## src/rtl/truth_table_scanner.sv

```systemverilog
// truth_table_scanner
//
// Walks a 3-input combinational unit through all eight input combinations
// and captures its response as an 8-bit truth table. Each combination is held
// for SETTLE+1 cycles and s is sampled on the last cycle of that slot.
// After the scan, the table is compared against a reference table.
//
// Parameters
//   SETTLE    wait cycles between driving a combination and sampling s (0..15)
//
// Ports
//   clk       rising-edge clock
//   reset     synchronous, active-high reset
//   start     scan request, only honoured while idle
//   expected  reference table, bit i = required s for {a,b,c}=i
//   s         response of the unit under scan
//   a, b, c   unit inputs, {a,b,c} = current index (0 when not scanning)
//   table_o   captured table, bit i = s sampled for {a,b,c}=i
//   ones      number of ones in table_o (0..8)
//   busy      high while a scan is in progress
//   done      one-cycle pulse when table_o/ones/match are final
//   match     table_o == expected, valid from done until the next start

module truth_table_scanner #(
    parameter int unsigned SETTLE = 1
) (
    input  logic       clk,
    input  logic       reset,
    input  logic       start,
    input  logic [7:0] expected,
    input  logic       s,
    output logic       a,
    output logic       b,
    output logic       c,
    output logic [7:0] table_o,
    output logic [3:0] ones,
    output logic       busy,
    output logic       done,
    output logic       match
);

    typedef enum logic [1:0] {
        IDLE = 2'd0,
        SCAN = 2'd1,
        DONE = 2'd2
    } state_e;

    localparam logic [3:0] SETTLE_L = 4'(SETTLE);

    state_e     state_q;
    logic [2:0] idx_q;
    logic [3:0] settle_q;
    logic [7:0] table_q;
    logic [3:0] ones_q;
    logic       busy_q;
    logic       done_q;
    logic       match_q;

    logic       slot_last;

    assign slot_last = (settle_q == SETTLE_L);

    always_ff @(posedge clk) begin
        if (reset) begin
            state_q  <= IDLE;
            idx_q    <= '0;
            settle_q <= '0;
            table_q  <= '0;
            ones_q   <= '0;
            busy_q   <= 1'b0;
            done_q   <= 1'b0;
            match_q  <= 1'b0;
        end else begin
            case (state_q)
                IDLE: begin
                    if (start) begin
                        state_q  <= SCAN;
                        idx_q    <= '0;
                        settle_q <= '0;
                        table_q  <= '0;
                        ones_q   <= '0;
                        match_q  <= 1'b0;
                        busy_q   <= 1'b1;
                    end
                end

                SCAN: begin
                    if (slot_last) begin
                        table_q[idx_q] <= s;
                        // At most eight samples are taken, so this cannot pass 8.
                        ones_q   <= ones_q + {3'b000, s};
                        settle_q <= '0;
                        if (idx_q == 3'd7) begin
                            // Index wraps to 0 so a/b/c fall back to 0 with busy.
                            idx_q   <= '0;
                            state_q <= DONE;
                            busy_q  <= 1'b0;
                            done_q  <= 1'b1;
                        end else begin
                            idx_q <= idx_q + 3'd1;
                        end
                    end else begin
                        settle_q <= settle_q + 4'd1;
                    end
                end

                DONE: begin
                    done_q  <= 1'b0;
                    match_q <= (table_q == expected);
                    state_q <= IDLE;
                end

                default: begin
                    state_q <= IDLE;
                end
            endcase
        end
    end

    // The index is only nonzero in SCAN, so the unit inputs come straight
    // from the index register.
    assign a       = idx_q[2];
    assign b       = idx_q[1];
    assign c       = idx_q[0];
    assign table_o = table_q;
    assign ones    = ones_q;
    assign busy    = busy_q;
    assign done    = done_q;

    // expected is only looked at during DONE. The comparison is shown directly
    // in that cycle and latched at its end, so it holds until the next start.
    assign match = (state_q == DONE) ? (table_q == expected) : match_q;

endmodule

```

## config.mk

```make
export PLATFORM = sky130hd
export DESIGN_NAME = truth_table_scanner
export DESIGN_NICKNAME = d
export VERILOG_FILES = /design/src/rtl/truth_table_scanner.sv
export SDC_FILE = /design/constraint.sdc
export NUM_CORES = 1
export LEC_CHECK = 0
export CELL_PAD_IN_SITES_DETAIL_PLACEMENT = 0
export CELL_PAD_IN_SITES_GLOBAL_PLACEMENT = 1
export CORE_UTILIZATION = 45
export CTS_BUF_LIST = sky130_fd_sc_hd__clkbuf_8
export DETAILED_ROUTE_END_ITERATION = 16
export DONT_BUFFER_PORTS = 1
export PLACE_DENSITY_LB_ADDON = 0.1
export SYNTH_ARGS = -nofsm -noshare
export SYNTH_HDL_FRONTEND = slang
export SYNTH_SLANG_ARGS = --single-unit
```

## constraint.sdc

```tcl
create_clock -name clk -period 3.5 [get_ports clk]
set_input_delay 0.35 -clock clk [delete_from_list [all_inputs] [get_ports clk]]
set_output_delay 0.35 -clock clk [all_outputs]
set_load 0.05 [all_outputs]
```

==> results of run 1 <==
-- layout make-up --
type / instances / area, um2 / share of cell area, %
Inverter: 4 / 15.0 / 1.15
Tap cell: 30 / 37.5 / 2.89
Multi-Input combinational cell: 106 / 712 / 54.8
Sequential cell: 24 / 480 / 37.0
Clock buffer: 4 / 55.1 / 4.23
-- state kept, by name, summed over array words and instances, names as in the netlist --
| name | flops |
|---|---|
| ones | 4 |
| match_q | 1 |
| settle_q | 4 |
| table_o | 8 |
| idx_q | 3 |
| busy | 1 |
| done | 1 |
| state_q | 2 |
-- metal layers --
metal / track usage [%] / up-vias / part of all wire (%)
met5: 0 / - / 0
met4: 6.41 / 0 / 0.98
met3: 4.72 / 4 / 3.9
met2: 26.5 / 19 / 43
met1: 26.9 / 456 / 52
li1: - / 502 / -
-- worst max path at each step --
stage / start / slack [ns] / endpoint
after floorplan: table_o[5] / 1.42 / match
after global placement: table_o[0] / 1.35 / match
after detailed placement: table_o[3] / 1.34 / match
after CTS: table_o[3] / 1.04 / match
after global routing: table_o[0] / 0.96 / match
final: table_o[0] / 1.06 / match
-- through the flow --
stage          instances  hold slack (ns)
2_1_floorplan        143            0.454
3_5_place_dp         164            0.425
4_1_cts              168            0.134
5_1_grt              168            0.131
6_report             168            0.144
3_3_place_gp         164            0.421
-- synthesized netlist by cell type (2+ instances only) --
master / count / area share [%]
nor3_1: 3 / 1.2
buf_2: 3 / 1.2
dfxtp_1: 24 / 38
o31ai_1: 2 / 1.2
a22o_1: 4 / 2.8
o21a_1: 3 / 1.8
clkbuf_1: 5 / 1.5
nand2b_1: 6 / 3.0
nand3_1: 6 / 2.4
or2_2: 2 / 1.0
o21ai_0: 18 / 7.2
nand2_1: 6 / 1.8
a21oi_1: 8 / 3.2
nor2_1: 10 / 3.0
ha_1: 6 / 6.0
xnor2_1: 9 / 6.3
a31oi_1: 4 / 2.0
inv_1: 4 / 1.2
-- power groups by stage --
stage | sequential (W) | clock, W | combinational [W]
2_1_floorplan | 0.000295 | 0 | 0.0000364
3_3_place_gp | 0.000299 | 0 | 0.0000376
3_5_place_dp | 0.000299 | 0 | 0.0000376
4_1_cts | 0.000293 | 0.000196 | 0.0000379
5_1_grt | 0.000294 | 0.000206 | 0.0000426
6_report | 0.000293 | 0.000190 | 0.0000373
-- critical path, delay by kind of cell, from the launching register on --
kind	cells	cell delay [ns]
xor gates and xnor gates	1	0.18
DFF	1	0.68
and+or+nand+nor	3	0.96
-- cell families (layout without fill, tap and decap cells) --
logic type	Yosys count	count (layout)	share of synthesized area, %
XOR/XNOR	10	10	6.99
multiplexers	1	1	0.899
buffers and inverters	13	8	4.79
AO/OA/AOI/OAI	45	45	22.7
adder cells (fa/ha/maj)	6	6	5.99
AND/OR/NAND/NOR	44	44	20.3
flip-flops	24	24	38.4
==> impl_metrics.tcl, run 1 <==
set metrics [dict create \
    core_area_um2 2540 \
    grt_pass1_vias 865 \
    antenna_found_initial 0 \
    worst_slew_pin_slew_ns 0.893 \
    sw_frac_of_total_pct 24.1 \
    r2r_setup_slack_ns 1.56 \
    synthToLayoutAreaGrowth_pct 3.80 \
    fillers 272 \
    hold_class "in2reg" \
    root_buffer "clkbuf_8" \
    leakagePower_nw 0.453 \
    synth_fp_nets 161 \
    initial_utilization_pct 49.2 \
    clkPwrFrac_pct 36.5 \
    die_h_um 54.8 \
    cts-resized-gates 0 \
    cts_setup_buffers 0 \
    setup-tns-final_ns 0 \
    wl_per_cell_um 15.1 \
    final_common_cell "dfxtp_1" \
    fmax_mhz 409 \
    via_per_inst 5.84 \
    ant_nets 0 \
    clock_path_buffers 2 \
    drtPass1Iterations 4 \
    avgSynthCellArea_um2 8.76 \
    synth_cell_types 38 \
    yosysSeqAreaShare_pct 38.4 \
    critPathKind "reg2out" \
    hpwl_um 1830 \
    drc_errors 0 \
    die_w_um 54.8 \
    drt_iter0_markers 15 \
    comb_power_share_pct 7.2 \
    grt_use_total_pct 18.7 \
    ys_seq_elements 24 \
    r2r-end "table_o[2]" \
    fin_crit_sh_pct 69.8 \
    peakVddDrop_uv 213 \
    rr_startpoint "settle_q[0]" \
    slew_violations 0 \
    worst_slack_ns 1.06 \
    placed_area_um2 1240 \
    hold_path_startpoint "reset" \
    status "finished, final reports clean" \
    powerDensity_nw_per_um2 400 \
    cp_cell_sequence "xnor2_1 -> nand3_1 -> or4_1 -> nand2_1" \
    hold_viol 0 \
    cts_buffers 3 \
    netlist_area_um2 1250 \
    gp_congestion 0.777 \
    clk_latency_ns 0.27 \
    clk_pin_slew_worst_paths_ns 0.09 \
    min_period_ns 2.44 \
    pre_cts_ws_ns 1.34 \
    placement.io_buffers 0 \
    row_count 18 \
    num-nets-final 157 \
    holdBufCountCts 0 \
    fin_util_pct 51.1 \
    drive_gt1_share_pct 7.97 \
    final_cell_area_um2 1300 \
    max_slew_margin_pct 40.4 \
    fin_worst_skew_ns 0.00553 \
    setup_viol 0 \
    rsz0062_at_grt "no" \
    max_cap_viol_count 0 \
    synthArstFlopShare_pct 0 \
    netlist_instances 143 \
    ioPinCount 30 \
    arrival_ns 2.09 \
    cp_max_fo 3 \
    die_area_um2 3000 \
    switchingPower_w 0.000126 \
    diodes 0 \
    synth_flop_cell "dfxtp_1" \
    required_ns 3.15 \
    grt_overflow 0 \
    p_int_w 0.000395 \
    synth_edf_count 0 \
    power_w 0.000520 \
    slowest_stage "dfxtp_1" \
    reg2reg_depth 5 \
    cts_tree "yes" \
    ys_warn_count 0 \
    cts_sinks 24 \
    mostFrequentLayoutCells "24 x dfxtp_1, 18 x o21ai_0, 10 x nor2_1" \
    end_kind "primary output" \
    min_to "settle_q[0]" \
    p_seq_share_pct 56.3 \
    critPathMaxStageDelay_ns 0.68 \
    grt_pass1_wl_um 3930 \
    routed_wl_um 2540 \
    vias 981 \
    htreeDepth 1 \
    start_kind "register" \
    grt_max_degree 15 \
    holdPathStages 1 \
]
No activity file was read; power rests on OpenSTA's default activity.
==> run 2, diff against run 1 <==
--- a/config.mk
+++ b/config.mk
@@ -7,7 +7,7 @@
 export LEC_CHECK = 0
 export CELL_PAD_IN_SITES_DETAIL_PLACEMENT = 0
 export CELL_PAD_IN_SITES_GLOBAL_PLACEMENT = 1
-export CORE_UTILIZATION = 45
+export CORE_UTILIZATION = 43
 export CTS_BUF_LIST = sky130_fd_sc_hd__clkbuf_8
 export DETAILED_ROUTE_END_ITERATION = 16
 export DONT_BUFFER_PORTS = 1
==> constraint.sdc (replaced) <==
create_clock -name clk -period 2.23 [get_ports clk]
set_input_delay 0.223 -clock clk [delete_from_list [all_inputs] [get_ports clk]]
set_output_delay 0.223 -clock clk [all_outputs]
set_load 0.05 [all_outputs]
==> impl_metrics.tcl, run 2 (synthesis results as in run 1) <==
set metrics [dict create \
    register_area_um2 480 \
    leakagePower_nw 0.547 \
    cts_buffers 3 \
    required_ns 2.01 \
    rr_startpoint "settle_q[0]" \
    row_count 19 \
    diodes 0 \
    r2r_setup_slack_ns 0.29 \
    ioPinCount 30 \
    clk_pin_slew_worst_paths_ns 0.08 \
    drt_iter0_markers 38 \
    cts_tree "yes" \
    end_kind "primary output" \
    vias 1061 \
    cp-startpoint "state_q[1]" \
    holdBufCountCts 0 \
    gp_congestion 0.797 \
    num-nets-final 173 \
    largest_reg_flops 8 \
    clk_latency_ns 0.27 \
    powerDensity_nw_per_um2 633 \
    min_period_ns 2.02 \
    grt_pass1_wl_um 4440 \
    placement.io_buffers 0 \
    final_common_cell "dfxtp_1" \
    routed_wl_um 2650 \
    grt_overflow 0 \
    max_cap_viol_count 0 \
    drc_errors 0 \
    fmax_mhz 495 \
    via_per_inst 5.74 \
    ant_nets 0 \
    grt_use_total_pct 18.0 \
    fin_crit_sh_pct 90.6 \
    start_kind "register" \
    fin_hold_ws_ns 0.0113 \
    mostFrequentLayoutCells "24 x dfxtp_1, 18 x o21ai_0, 16 x buf_4" \
    worst_slew_pin_slew_ns 0.841 \
    die_area_um2 3130 \
    cts_sinks 24 \
    antenna_found_initial 0 \
    htreeDepth 1 \
    cp_max_fo 12 \
    fillers 279 \
    hold_class "in2reg" \
    clock_path_buffers 2 \
    wl_per_cell_um 14.3 \
    hpwl_um 1970 \
    drtPass1Iterations 4 \
    slew_violations 0 \
    core_area_um2 2760 \
    rsz0062_at_grt "no" \
    synthToLayoutAreaGrowth_pct 14.8 \
    die_w_um 56.0 \
    peakVddDrop_uv 344 \
    setup_viol 0 \
    arrival_ns 1.80 \
    initial_utilization_pct 45.4 \
    slowest_stage "dfxtp_1" \
    max_slew_margin_pct 43.8 \
    multi_input_area_um2 712 \
    cp_cell_sequence "nand2b_1 -> or4_1 -> nand2_1 -> buf_4" \
    critPathMaxStageDelay_ns 0.57 \
    cts_setup_buffers 0 \
    grt_pass1_vias 973 \
    status "finished, final reports clean" \
    grt_max_degree 15 \
    setup-tns-final_ns 0 \
    fin_worst_skew_ns 0.00522 \
    cts-resized-gates 0 \
    hold_path_startpoint "reset" \
    critPathKind "reg2out" \
    die_h_um 56.0 \
    root_buffer "clkbuf_8" \
    hold_viol 0 \
    drive_gt1_share_pct 17.5 \
]
==> run 2: cell count changes in the layout (fill, tap and decap cells not counted), sizes merged <==
cell,change
buf,+16
bufinv,+1
clkbuf,-1
==> run 2: cell type report <==
cell class | instances | area share, %
clock inverter | 1 | 2.09
multi-input combinational | 106 | 49.5
clock buffer | 3 | 2.87
timing repair buffer | 16 | 8.36
sequential | 24 | 33.4
tap | 31 | 2.70
inverter | 4 | 1.04
==> run 2: per-stage QoR <==
| step | instances | total power, W | area, um2 | setup WS (ns) | util [%] |
|---|---|---|---|---|---|
| 6_report | 185 | 0.000909 | 1440 | 0.210 | 52.1 |
| 5_1_grt | 185 | 0.000946 | 1440 | 0.0683 | 52.1 |
| 4_1_cts | 185 | 0.000920 | 1440 | 0.175 | 52.1 |
| 3_5_place_dp | 181 | 0.000532 | 1370 | 0.303 | 49.5 |
| 3_3_place_gp | 181 | 0.000531 | 1370 | 0.366 | 49.5 |
| 2_1_floorplan | 143 | 0.000520 | 1250 | 0.275 | - |
==> run 2: worst max-delay path: cells and delay by family (launching register included) <==
kind | cells | cell delay [ns]
AND/OR/NAND/NOR | 3 | 0.77
flip-flops | 1 | 0.57
buffers and inverters | 1 | 0.19
==> run 2: per-layer routing <==
| metal | track usage, % | vias up | routed length [um] |
|---|---|---|---|
| met1 | 24.3 | 498 | 1270 |
| li1 | - | 537 | - |
| met5 | 0 | - | 0 |
| met2 | 28.9 | 24 | 1220 |
| met4 | 5.23 | 0 | 21 |
| met3 | 3.72 | 2 | 138 |
==> run 2: final timing paths <==
check | endpoint | cells past startpoint
worst max-delay path | match | 4
worst min-delay path | match_q | 1
worst max register to register | table_o[2] | 5
worst min register to register | match_q | 2
==> run 2: where the power goes <==
group / total (W) / internal [W] / leakage (nW) / switching (W)
Combinational: 0.0000725 / 0.0000305 / 0.317 / 0.0000420
Clock: 0.000386 / 0.000240 / 0.0357 / 0.000146
Sequential: 0.000450 / 0.000435 / 0.194 / 0.0000156
Total: 0.000909 / 0.000706 / 0.547 / 0.000204
